### src/rtl/button_bounce_gen.sv
// button_bounce_gen: drives a single-bit button line that bounces before it
// settles. Clean press/release commands go in. A noisy but glitch-free line
// comes out for the sync/debounce/edge-detect chain. The bounce timing is
// either fixed, or drawn from a free-running 16-bit Galois LFSR.
module button_bounce_gen #(
  parameter bit          RANDOM        = 1'b0,     // 0: fixed pattern, 1: LFSR-driven
  parameter int          MAX_BOUNCES   = 3,        // 2^k-1, <= 255
  parameter int          MAX_GAP       = 4,        // power of 2, <= 256
  parameter int          SETTLE_CYCLES = 8,        // >= 1
  parameter logic [15:0] SEED          = 16'hACE1, // 0 is replaced by 1
  parameter bit          IDLE_LEVEL    = 1'b0
) (
  input  logic clk,
  input  logic reset,
  input  logic cmd_valid,
  input  logic cmd_press,
  output logic cmd_ready,
  output logic button_out,
  output logic busy,
  output logic done
);

  localparam logic [15:0] LFSR_INIT   = (SEED == 16'h0000) ? 16'h0001 : SEED;
  localparam logic [15:0] LFSR_TAPS   = 16'hB400;
  localparam logic [7:0]  BOUNCE_MASK = 8'(MAX_BOUNCES);
  localparam logic [7:0]  GAP_MASK    = 8'(MAX_GAP - 1);
  // The counter holds segment lengths minus one (<= 255) and the settle time.
  localparam int          SETTLE_W    = $clog2(SETTLE_CYCLES + 1);
  localparam int          CNT_W       = (SETTLE_W > 8) ? SETTLE_W : 8;
  localparam logic [CNT_W-1:0] SETTLE_LOAD = CNT_W'(SETTLE_CYCLES - 1);

  typedef enum logic [2:0] {
    S_IDLE,
    S_BOUNCE_HI,  // target level L shown
    S_BOUNCE_LO,  // opposite level ~L shown
    S_SETTLE,
    S_DONE
  } state_t;

  state_t           state_q, state_d;
  logic             level_q, level_d;    // target level L latched at accept
  logic [7:0]       pair_q, pair_d;      // glitch pairs still to emit
  logic [7:0]       gap_q, gap_d;        // current pair's segment length minus one
  logic [CNT_W-1:0] cnt_q, cnt_d;        // cycles left in the current segment, minus one
  logic             button_q, button_d;
  logic             done_q, done_d;
  logic             ready_q, ready_d;
  logic [15:0]      lfsr_q, lfsr_d;

  logic             accept;
  logic [7:0]       bounce_draw;
  logic [7:0]       gap_draw;

  assign accept      = cmd_valid && ready_q;
  // Both draws use the LFSR value present at the edge that loads them.
  assign bounce_draw = RANDOM ? (lfsr_q[15:8] & BOUNCE_MASK) : BOUNCE_MASK;
  assign gap_draw    = RANDOM ? (lfsr_q[7:0] & GAP_MASK) : GAP_MASK;

  assign button_out  = button_q;
  assign done        = done_q;
  assign cmd_ready   = ready_q;
  assign busy        = ~ready_q;

  // State, counters, LFSR and registered outputs; reset aborts any command silently.
  always_ff @(posedge clk or posedge reset) begin
    if (reset) begin
      state_q  <= S_IDLE;
      level_q  <= IDLE_LEVEL;
      pair_q   <= '0;
      gap_q    <= '0;
      cnt_q    <= '0;
      button_q <= IDLE_LEVEL;
      done_q   <= 1'b0;
      ready_q  <= 1'b1;
      lfsr_q   <= LFSR_INIT;
    end else begin
      // NOTE: state uses non-blocking assignments so every register samples pre-edge values.
      state_q  <= state_d;
      level_q  <= level_d;
      pair_q   <= pair_d;
      gap_q    <= gap_d;
      cnt_q    <= cnt_d;
      button_q <= button_d;
      done_q   <= done_d;
      ready_q  <= ready_d;
      lfsr_q   <= lfsr_d;
    end
  end

  // Next-state logic. Outputs are computed for the next state, so they come out registered.
  always_comb begin
    // NOTE: every variable gets a default first, so no path can infer a latch.
    state_d  = state_q;
    level_d  = level_q;
    pair_d   = pair_q;
    gap_d    = gap_q;
    cnt_d    = cnt_q;
    button_d = button_q;
    done_d   = 1'b0;
    lfsr_d   = lfsr_q[0] ? ((lfsr_q >> 1) ^ LFSR_TAPS) : (lfsr_q >> 1);

    unique case (state_q)
      // DONE accepts a new command exactly like IDLE does.
      S_IDLE, S_DONE: begin
        state_d = S_IDLE;
        if (accept) begin
          level_d  = cmd_press;
          button_d = cmd_press;
          // A command to the level already shown skips the bounce.
          if ((cmd_press == button_q) || (bounce_draw == 8'd0)) begin
            state_d = S_SETTLE;
            cnt_d   = SETTLE_LOAD;
          end else begin
            state_d = S_BOUNCE_HI;
            pair_d  = bounce_draw;
            gap_d   = gap_draw;
            cnt_d   = CNT_W'(gap_draw);
          end
        end
      end

      S_BOUNCE_HI: begin
        if (cnt_q == '0) begin
          // The low half of a pair reuses the gap drawn for the high half.
          state_d  = S_BOUNCE_LO;
          button_d = ~level_q;
          cnt_d    = CNT_W'(gap_q);
        end else begin
          cnt_d = cnt_q - 1'b1;
        end
      end

      S_BOUNCE_LO: begin
        if (cnt_q == '0) begin
          pair_d   = pair_q - 8'd1;
          button_d = level_q;
          if (pair_q > 8'd1) begin
            state_d = S_BOUNCE_HI;
            gap_d   = gap_draw;
            cnt_d   = CNT_W'(gap_draw);
          end else begin
            state_d = S_SETTLE;
            cnt_d   = SETTLE_LOAD;
          end
        end else begin
          cnt_d = cnt_q - 1'b1;
        end
      end

      S_SETTLE: begin
        if (cnt_q == '0) begin
          state_d = S_DONE;
          done_d  = 1'b1;
        end else begin
          cnt_d = cnt_q - 1'b1;
        end
      end

      default: state_d = S_IDLE;
    endcase

    ready_d = (state_d == S_IDLE) || (state_d == S_DONE);
  end

endmodule

### config.mk
export PLATFORM = sky130hd
export DESIGN_NAME = button_bounce_gen
export DESIGN_NICKNAME = d
export VERILOG_FILES = /design/src/rtl/button_bounce_gen.sv
export SDC_FILE = /design/constraint.sdc
export NUM_CORES = 1
export LEC_CHECK = 0
export CORE_ASPECT_RATIO = 0.8
export CORE_MARGIN = 5
export CORE_UTILIZATION = 60
export CTS_BUF_LIST = sky130_fd_sc_hd__clkbuf_2 sky130_fd_sc_hd__clkbuf_4 sky130_fd_sc_hd__clkbuf_8
export DETAILED_ROUTE_END_ITERATION = 8
export GPL_TIMING_DRIVEN = 0
export PLACE_DENSITY = 0.8
export SLEW_MARGIN = 30
export SYNTH_ARGS = -nofsm -noshare
export SYNTH_HDL_FRONTEND = slang
export SYNTH_SLANG_ARGS = --single-unit
### constraint.sdc
create_clock -name clk -period 2.38 [get_ports clk]
set_input_delay 0.357 -clock clk [delete_from_list [all_inputs] [get_ports clk]]
set_output_delay 0.357 -clock clk [all_outputs]
set_load 0.03 [all_outputs]
# After elaboration in Yosys (flattened, before gate mapping)
# Index checks and enable logic that the tools add are counted.
# classes
n_addsub	2
order_cmp	1
eq_ne	12
muxes	27
bitwise_logic	2
reduce_logical	14
# op_table
operator	count
2-to-1 mux 8 bit	9
one-hot mux 8 bit (2 select lines)	2
one-hot mux 8 bit (4 select lines)	1
subtractor 8 x 1 -> 8 bit (second input constant)	2
2-to-1 mux 3 bit	5
!= test 2 bit (second input constant)	6
one-hot mux 3 bit (4 select lines)	1
> comparator 8 x 1 -> 1 bit (second input constant)	1
logical NOT 8 bit	1
AND reduction 4 bit	2
== test 3 x 2 -> 1 bit (second input constant)	2
== test 3 bit (second input constant)	2
logical NOT 3 bit	2
2-to-1 mux 2 bit	3
2-to-1 mux 1 bit	5
AND reduction 5 bit	1
nonzero test 4 bit	1
== test 3 x 1 -> 1 bit (second input constant)	1
one-hot mux 1 bit (3 select lines)	1
AND reduction 3 bit	1
nonzero test 3 bit	1
inverter 1 bit	2
AND reduction 2 bit	1
nonzero test 2 bit	1
other kinds (4)	4
# totals
ff_bits	31
input_bits	4
output_inout_bits	4

# Depth between registers and ports, before layout
# Gate-level depths: netlist of the first run.
# depth
word_depth	6
ltp_mapped	8

# Worst setup path before layout of the first run
# No wires, ideal clock.
# synth_path
kind	register to register
from	reg cnt_q[0]
to	reg state_q[1]
arrival_time_ps	1858
required_ps	2254
setup_slack_ps	396
stages_incl_launch_ff	9
n_path_buf	2
cell_sequence	dfrtp_1 -> inv_1 -> ha_1 -> nor3b_1 -> clkbuf_1 -> and2_1 -> clkbuf_1 -> o21ai_0 -> a221o_1
# synth_via
elab_chain_cells	3
# synth_lines
element	line	text
start, declared	44	logic [CNT_W-1:0] cnt_q, cnt_d;
start signal, assigned	82	cnt_q <= cnt_d;
logical NOT 8 bit (*)	123, 134, 151	
2-to-1 mux 3 bit, on equally long branches	151, 123, 134	
one-hot mux 3 bit (4 select lines) (*)	102	unique case (state_q)
named net state_d[1]	40	state_t state_q, state_d;
end signal, assigned	78	state_q <= state_d;
end, declared	40	
# Mark *: on every way through the listed nets, which the timed path passes. The rest lies on a longest branch.
# A chain may end at the register's enable or synchronous reset.

# Final worst setup path of the first run
# layout_path
from	reg cnt_q[0]
to	reg pair_q[7]
# layout_via
elab_chain_cells	3
# layout_lines
element	line	text
logical NOT 8 bit	134	if (cnt_q == '0) begin
!= test 2 bit (no line)	--	
AND reduction 4 bit (no line)	--	
end signal, assigned	80	pair_q <= pair_d;
end, declared	42	logic [7:0] pair_q, pair_d;
# Every way passes these cells.

==> results of run 1 <==
## cells in the mapped netlist (3+ instances only)
cell type / number
a21oi_1: 10
clkbuf_1: 5
dfrtp_1: 23
ha_1: 4
inv_1: 11
nand2_1: 10
nand2b_1: 5
nand4_1: 3
nor2_1: 11
nor2b_1: 3
nor3_1: 4
o211ai_1: 3
o21ai_0: 8
o31ai_1: 3
or3_1: 3
or4_1: 3
## report_power, final
group	switching, mW	total (mW)	internal (mW)
logic	0.0109	0.0162	0.00529
clock network	0.131	0.301	0.171
registers	0	0.408	0.408
## registers in the layout (all words and copies together), names as in the netlist
register and cells:
cmd_ready 1, pair_q 8, state_q 3, done 1, cnt_q 8, level_q 1, button_out 1, gap_q 1
## per-layer routing
layer	routed length, um	global-route usage	up-vias
li1	-	-	597
met1	1430	0.289	624
met2	1440	0.346	47
met3	240	0.0585	4
met4	18	0.0526	0
met5	0	0	-
## layout make-up
class / count / area, um2
plain buffers: 6 / 26.3
repair buffers: 7 / 70.1
multi-input cells: 113 / 768
flip-flops and latches: 24 / 602
clock inverters: 1 / 30.0
well taps: 25 / 31.3
clock buffers: 3 / 22.5
inverters: 11 / 41.3
fillers: 179 / 623
## worst reg2reg max path, stage by stage (launching register included)
cell and delay (ns):
dfrtp_1 0.45, inv_1 0.10, ha_1 0.14, nor3b_1 0.25
clkbuf_2 0.27, nand4_1 0.25, or4_2 0.59, nand2_1 0.08
## kinds of logic (layout without fill, tap and decap cells)
group                    after synthesis  count (layout)
XOR/XNOR                               2               2
adder cells (fa/ha/maj)                4               4
multiplexers                           1               1
AO/OA/AOI/OAI                         45              45
buffers and inverters                 18              28
AND/OR/NAND/NOR                       61              61
flip-flops                            24              24
## timing repair
action / in CTS / in global routing
setup endpoints to repair: 0 / 5
resized for setup: 0 / 2
endpoints found under the hold margin: 0 / 0
## worst paths after layout
kind                                      start                     to  slack [ns]  cells past startpoint
setup / recovery           cnt_q[0]$_DFFE_PP0P_  pair_q[7]$_DFFE_PP0P_        0.22                      7
max in group asynchronous                 reset    cmd_ready$_DFF_PP1_        1.66                      2
hold reg to reg            gap_q[0]$_DFFE_PP0P_   gap_q[0]$_DFFE_PP0P_        0.51                      2
hold / removal                            reset  pair_q[3]$_DFFE_PP0P_        0.34                      2
setup reg to reg           cnt_q[0]$_DFFE_PP0P_  pair_q[7]$_DFFE_PP0P_        0.22                      7
min in group clk           gap_q[0]$_DFFE_PP0P_   gap_q[0]$_DFFE_PP0P_        0.51                      2
## per-stage QoR
step	util	power, mW	setup WS, ns
after floorplan	-	0.423	0.396
after global placement	0.696	0.432	0.123
after detailed placement	0.696	0.432	0.0522
after CTS	0.720	0.733	0.0611
after global routing	0.719	0.757	0.0613
final	0.719	0.725	0.220
==> impl_metrics.tcl, run 1 <==
set metrics [dict create \
    maxCapViolations 0 \
    num_io_pins 8 \
    grt_pass1_wl_mm 5.75 \
    leakage_nw 0.657 \
    post_dp_cell_area_um2 1540 \
    clkTransAtPathRegs_ns 0.15 \
    cts_setup_buffers 0 \
    grt_usage 0.215 \
    nNetsFinal 174 \
    crit_path_start_kind "flop" \
    dieHeight_um 53.8 \
    grt_overflow 0 \
    cp_max_fo 10 \
    ir_worst_vdd_mv 0.327 \
    area_growth_pct 10.5 \
    core_um2 2210 \
    yosys.area.top_type "dfrtp_1" \
    tns_ns 0 \
    synth-xor-area-share 0.0122 \
    clock_latency_ns 0.33 \
    yosys-top-cells-area "dfrtp_1 40%, a21oi_1 3.5%, ha_1 3.5%" \
    holdWs_ns 0.340 \
    dpl.hpwl_mm 2.29 \
    wl_mm 3.13 \
    root_buffer "clkbuf_4" \
    ys_seq_area_frac 0.418 \
    clock_tree.buffer_depth 2 \
    initial_core_util 0.650 \
    drc_errors 0 \
    hp-class "in2async" \
    synth_compound_area_frac 0.227 \
    finClkSkew_ns 0.0188 \
    synth_edf_count 0 \
    holdBufCountCts 0 \
    final-instance-count-excl-fill 190 \
    grt_max_degree 25 \
    grt_antenna_before_repair 0 \
    place_congestion 0.836 \
    synth-simple-area-share 0.253 \
    power_density_nw_per_um2 456 \
    slowest_stage "or4_2" \
    io_buffers 7 \
    synth_top_family_by_area "simple AND/OR/NAND/NOR gates" \
    setup_viol 0 \
    ys_warn_count 0 \
    crit_buf_inv 2 \
    crit_chain "inv_1 -> ha_1 -> nor3b_1 -> clkbuf_2 -> nand4_1 -> or4_2 -> nand2_1" \
    path_delay_family "simple AND/OR/NAND/NOR gates" \
    antennaDiodeCount 0 \
    syn-cell-area_um2 1440 \
    wl_per_cell_um 16.5 \
    period_share 0.908 \
    synthAdderAreaFrac 0.0348 \
    final_cell_mix "23 x dfrtp_1, 11 x nor2_1, 10 x a21oi_1, 10 x nand2_1, 10 x inv_1" \
    layout_commonest_cell "dfrtp_1" \
    std_cell_rows 15 \
    dieArea_um2 3490 \
    synth_top_area_share 0.400 \
    clock-sinks 24 \
    cts_buffers 3 \
    drive_gt1_frac 0.133 \
    ys.flop_type "dfrtp_1" \
    synth_area_per_cell_um2 9.29 \
    syn_nets 163 \
    max_slew.worst_pin.slew_ns 0.545 \
    design_area_um2 1590 \
    maxSlewViolCount 0 \
    syn_inst 155 \
    via_count 1272 \
    status "finished, final reports clean" \
    finalHoldViolCount 0 \
    rsz0062_at_grt "no" \
    async_flop_share 1.00 \
    worst_setup_path_end_kind "flop" \
    chipWidth_um 64.8 \
    ys_ff_latch 24 \
    slew_headroom 0.636 \
    cp_slowest_stage_delay_ns 0.59 \
    fmax_mhz 463 \
    grt_pass1_vias 1244 \
    drt_pass1_iterations 4 \
    ys_types 52 \
    cp.required_ns 2.67 \
    cts_tree "yes" \
    critPathKind "reg2reg" \
    h-tree-depth 1 \
    fin_crit_ns 2.16 \
    drt-vias-per-instance 6.69 \
    worstPathArrival_ns 2.45 \
    synthMuxAreaShare 0.00695 \
    drtIter0Drc 66 \
    placedCellCount 187 \
    ant_nets 0 \
]
No activity file was read; power rests on OpenSTA's default activity.
==> run 2: changes to the inputs <==
REMOVE_ABC_BUFFERS = 1   (was not set)
==> impl_metrics.tcl, run 2 (same netlist as run 1, synthesis figures left out) <==
set metrics [dict create \
    leakage_nw 0.647 \
    intPower_mw 0.507 \
    grt_pass1_wl_mm 5.30 \
    dpl.hpwl_mm 2.19 \
    max_slew.worst_pin.slew_ns 0.569 \
    maxCapViolations 0 \
    crit_chain "nor4_4 -> nand4_1 -> or4_2 -> nand2_1" \
    cp.required_ns 2.64 \
    rsz0062_at_grt "no" \
    layout_commonest_cell "dfrtp_1" \
    cts_tree "yes" \
    grt_usage 0.202 \
    wl_per_cell_um 16.7 \
    worst_setup_path_end_kind "flop" \
    fill_cells 193 \
    worstPathArrival_ns 2.41 \
    largest_registers "cnt_q (8), pair_q (8), state_q (3)" \
    io_buffers 7 \
    grt_pass1_vias 1155 \
    clock_tree.buffer_depth 2 \
    dieArea_um2 3490 \
    holdWs_ns 0.368 \
    m1WireLength_mm 1.45 \
    area_growth_pct 9.38 \
    multi_input_area_um2 795 \
    power_density_nw_per_um2 407 \
    cts_setup_buffers 0 \
    finClkSkew_ns 0.00604 \
    wl_met3_um 220 \
    placedCellCount 180 \
    cp_slowest_stage_delay_ns 0.61 \
    nNetsFinal 168 \
    core_um2 2210 \
    initial_core_util 0.650 \
    antennaDiodeCount 0 \
    setup_ws_ns 0.238 \
    clock-sinks 24 \
    grt_max_degree 25 \
    chipWidth_um 64.8 \
    grt_antenna_before_repair 0 \
    top_layer "met4" \
    num_io_pins 8 \
    ir_worst_vdd_mv 0.343 \
    clkTransAtPathRegs_ns 0.13 \
    status "finished, final reports clean" \
    slew_headroom 0.618 \
    h-tree-depth 1 \
    std_cell_rows 15 \
    cp_max_fo 12 \
    setup_viol 0 \
    period_share 0.900 \
    tns_ns 0 \
    p_clk_frac 0.338 \
    via_count 1222 \
    fmax_mhz 467 \
    drtIter0Drc 82 \
    drive_gt1_frac 0.132 \
    fin_util 0.711 \
    root_buffer "clkbuf_4" \
    drt_pass1_iterations 4 \
    ant_nets 0 \
    finalHoldViolCount 0 \
    clock_latency_ns 0.32 \
    place_congestion 0.829 \
    maxSlewViolCount 0 \
    slowest_stage "or4_2" \
    design_area_um2 1580 \
    post_dp_cell_area_um2 1520 \
    wl_mm 3.06 \
    grt_overflow 0 \
    cts_buffers 3 \
    dp_slack_ns -0.270 \
    fin_crit_ns 2.14 \
    seq_area_um2 602 \
    drt-vias-per-instance 6.64 \
    hp-class "in2async" \
    sw_frac_of_total 0.209 \
    routed-wl-met2_mm 1.35 \
    critPathKind "reg2reg" \
    final_cell_mix "23 x dfrtp_1, 11 x nor2_1, 10 x a21oi_1, 10 x nand2_1, 10 x inv_1" \
    switchingPower_mw 0.134 \
    drc_errors 0 \
    dieHeight_um 53.8 \
    crit_path_start_kind "flop" \
    power_frac_seq 0.637 \
    final-instance-count-excl-fill 184 \
    power_mw 0.640 \
    power_frac_comb 0.025 \
]
==> run 2: final cells by class <==
cell class	instances	share of cell area
clock buffers	4	0.0230
inverters	11	0.0262
multi-input cells	113	0.504
flip-flops and latches	24	0.382
well taps	25	0.0199
repair buffers	7	0.0445
==> run 2: per-layer routing <==
layer  up-vias  GRT usage
met3         8     0.0501
met1       581      0.272
met5         -          0
met4         0     0.0807
met2        50      0.314
li1        583          -
==> run 2: repair_timing <==
item / CTS / global route
setup endpoints to repair: 14 / 1
hold buffers: 0 / 0
resized for setup: 2 / 1
==> run 2: worst paths after layout <==
path / from / endpoint / slack [ns] / depth (start not counted)
worst max-delay path: cnt_q[3]$_DFFE_PP0P_ / pair_q[7]$_DFFE_PP0P_ / 0.24 / 4
worst min-delay path: reset / cnt_q[0]$_DFFE_PP0P_ / 0.37 / 2
worst max register to register: cnt_q[3]$_DFFE_PP0P_ / pair_q[7]$_DFFE_PP0P_ / 0.24 / 4
worst min register to register: gap_q[0]$_DFFE_PP0P_ / gap_q[0]$_DFFE_PP0P_ / 0.51 / 2
max in group asynchronous: reset / cmd_ready$_DFF_PP1_ / 1.65 / 2
min in group clk: gap_q[0]$_DFFE_PP0P_ / gap_q[0]$_DFFE_PP0P_ / 0.51 / 2
==> run 2: power by group through the flow <==
stage / Combinational [mW] / Clock [mW] / Sequential, mW
finish: 0.0161 / 0.216 / 0.408
floorplan: 0.00767 / 0 / 0.416
global placement: 0.0161 / 0 / 0.416
global route: 0.0187 / 0.240 / 0.408
detailed placement: 0.0165 / 0 / 0.416
CTS: 0.0165 / 0.226 / 0.408
==> run 2: critical path: cells and delay by family (launching register included) <==
family,cells,cell delay (ns)
AND/OR/NAND/NOR,4,1.62
flip-flops,1,0.46
==> run 3: changes to the inputs <==
CORE_MARGIN = not set   (was 5)
SLEW_MARGIN = 20   (was 30)
==> impl_metrics.tcl, run 3 (same netlist as run 1, synthesis figures left out) <==
set metrics [dict create \
    power_mw 0.619 \
    maxSlewViolCount 0 \
    fmax_mhz 452 \
    path_delay_family "simple AND/OR/NAND/NOR gates" \
    clkTransAtPathRegs_ns 0.13 \
    cp_slowest_stage_delay_ns 0.63 \
    final-instance-count-excl-fill 184 \
    cts_tree "yes" \
    grt_pass1_vias 1102 \
    top_layer "met4" \
    wl_per_cell_um 17.4 \
    power_density_nw_per_um2 395 \
    num_io_pins 8 \
    std_cell_rows 15 \
    placedCellCount 180 \
    finalHoldViolCount 0 \
    core_um2 2210 \
    root_buffer "clkbuf_4" \
    ir_worst_vdd_mv 0.307 \
    ctsResizeCount 2 \
    m1WireLength_mm 1.54 \
    largest_registers "cnt_q (8), pair_q (8), state_q (3)" \
    critPathKind "reg2reg" \
    status "finished, violations left" \
    drt_pass1_iterations 6 \
    io_buffers 7 \
    via_count 1213 \
    crit_path_start_kind "flop" \
    violations "DRC" \
    grt_overflow 0 \
    nNetsFinal 168 \
    hp-class "in2async" \
    crit_chain "nor4_4 -> nand4_1 -> or4_2 -> nand2_1" \
    dp_slack_ns -0.279 \
    drt-vias-per-instance 6.59 \
    wl_met3_um 160 \
    drc_errors 2 \
    routed-wl-met2_mm 1.47 \
    worst_setup_path_end_kind "flop" \
    cts_setup_buffers 0 \
    crit_buf_inv 0 \
    tns_ns 0 \
    clock_latency_ns 0.32 \
    place_congestion 0.819 \
    post_dp_cell_area_um2 1520 \
    finClkSkew_ns 0.0156 \
    wl_mm 3.20 \
    slew_headroom 0.400 \
    chipWidth_um 56.8 \
    grt_antenna_before_repair 0 \
    slowest_stage "nor4_4" \
    area_growth_pct 8.95 \
    initial_core_util 0.650 \
    drive_gt1_frac 0.126 \
    setup_ws_ns 0.170 \
    cp.required_ns 2.63 \
    dieHeight_um 45.8 \
    h-tree-depth 1 \
    drtIter0Drc 50 \
    period_share 0.929 \
    max_slew.worst_pin.slew_ns 0.899 \
    cts_buffers 3 \
    fin_crit_ns 2.21 \
    grt_usage 0.261 \
    clock_tree.buffer_depth 2 \
    grt_pass1_wl_mm 5.08 \
    antennaDiodeCount 0 \
    setup_viol 0 \
    layout_commonest_cell "dfrtp_1" \
    worstPathArrival_ns 2.46 \
    ant_nets 0 \
    maxCapViolations 0 \
    rsz0062_at_grt "no" \
    cp_max_fo 12 \
    dieArea_um2 2600 \
    clock-sinks 24 \
    leakage_nw 0.645 \
    design_area_um2 1570 \
    final_cell_mix "23 x dfrtp_1, 11 x nor2_1, 11 x inv_1" \
    grt_max_degree 25 \
    holdBufCountCts 0 \
    dpl.hpwl_mm 2.22 \
]
[run 3: cell counts in the layout (fill, tap and decap cells not counted)]
Identical to the previous run, type by type.
[run 3: worst paths after layout]
check / startpoint / end / slack (ns) / cells after the start
worst max-delay path: cnt_q[3]$_DFFE_PP0P_ / pair_q[7]$_DFFE_PP0P_ / 0.17 / 4
worst min-delay path: reset / pair_q[1]$_DFFE_PP0P_ / 0.51 / 2
max in group asynchronous: reset / pair_q[4]$_DFFE_PP0P_ / 1.30 / 2
worst min register to register: gap_q[0]$_DFFE_PP0P_ / gap_q[0]$_DFFE_PP0P_ / 0.51 / 2
min in group clk: gap_q[0]$_DFFE_PP0P_ / gap_q[0]$_DFFE_PP0P_ / 0.52 / 2
worst max register to register: cnt_q[3]$_DFFE_PP0P_ / pair_q[7]$_DFFE_PP0P_ / 0.17 / 4
[run 3: report_power, final]
| group | internal (mW) | switching, mW |
|---|---|---|
| logic | 0.00522 | 0.0110 |
| registers | 0.408 | 0 |
| clock network | 0.0769 | 0.118 |
[run 3: worst register-to-register path: cells and delay by family, from the launching register on]
kind | cells | cell delay, ns
AND/OR/NAND/NOR | 4 | 1.69
flip-flops | 1 | 0.46
[run 3: metrics by stage]
step	hold WS (ns)	util
floorplan	0.371	-
global placement	0.476	0.683
detailed placement	0.487	0.686
CTS	0.520	0.706
global route	0.568	0.708
finish	0.515	0.708
[run 3: routing by layer]
layer | track usage | vias to the layer above
met1 | 0.351 | 595
met2 | 0.438 | 29
li1 | - | 585
met4 | 0.0488 | 0
met3 | 0.0682 | 4
met5 | 0 | -
[run 3: final cells by class]
type	instances	area (um2)
flip-flops and latches	24	602
repair buffers	7	70.1
clock buffers	4	30.0
multi-input cells	113	795
fillers	181	646
well taps	25	31.3
inverters	11	41.3
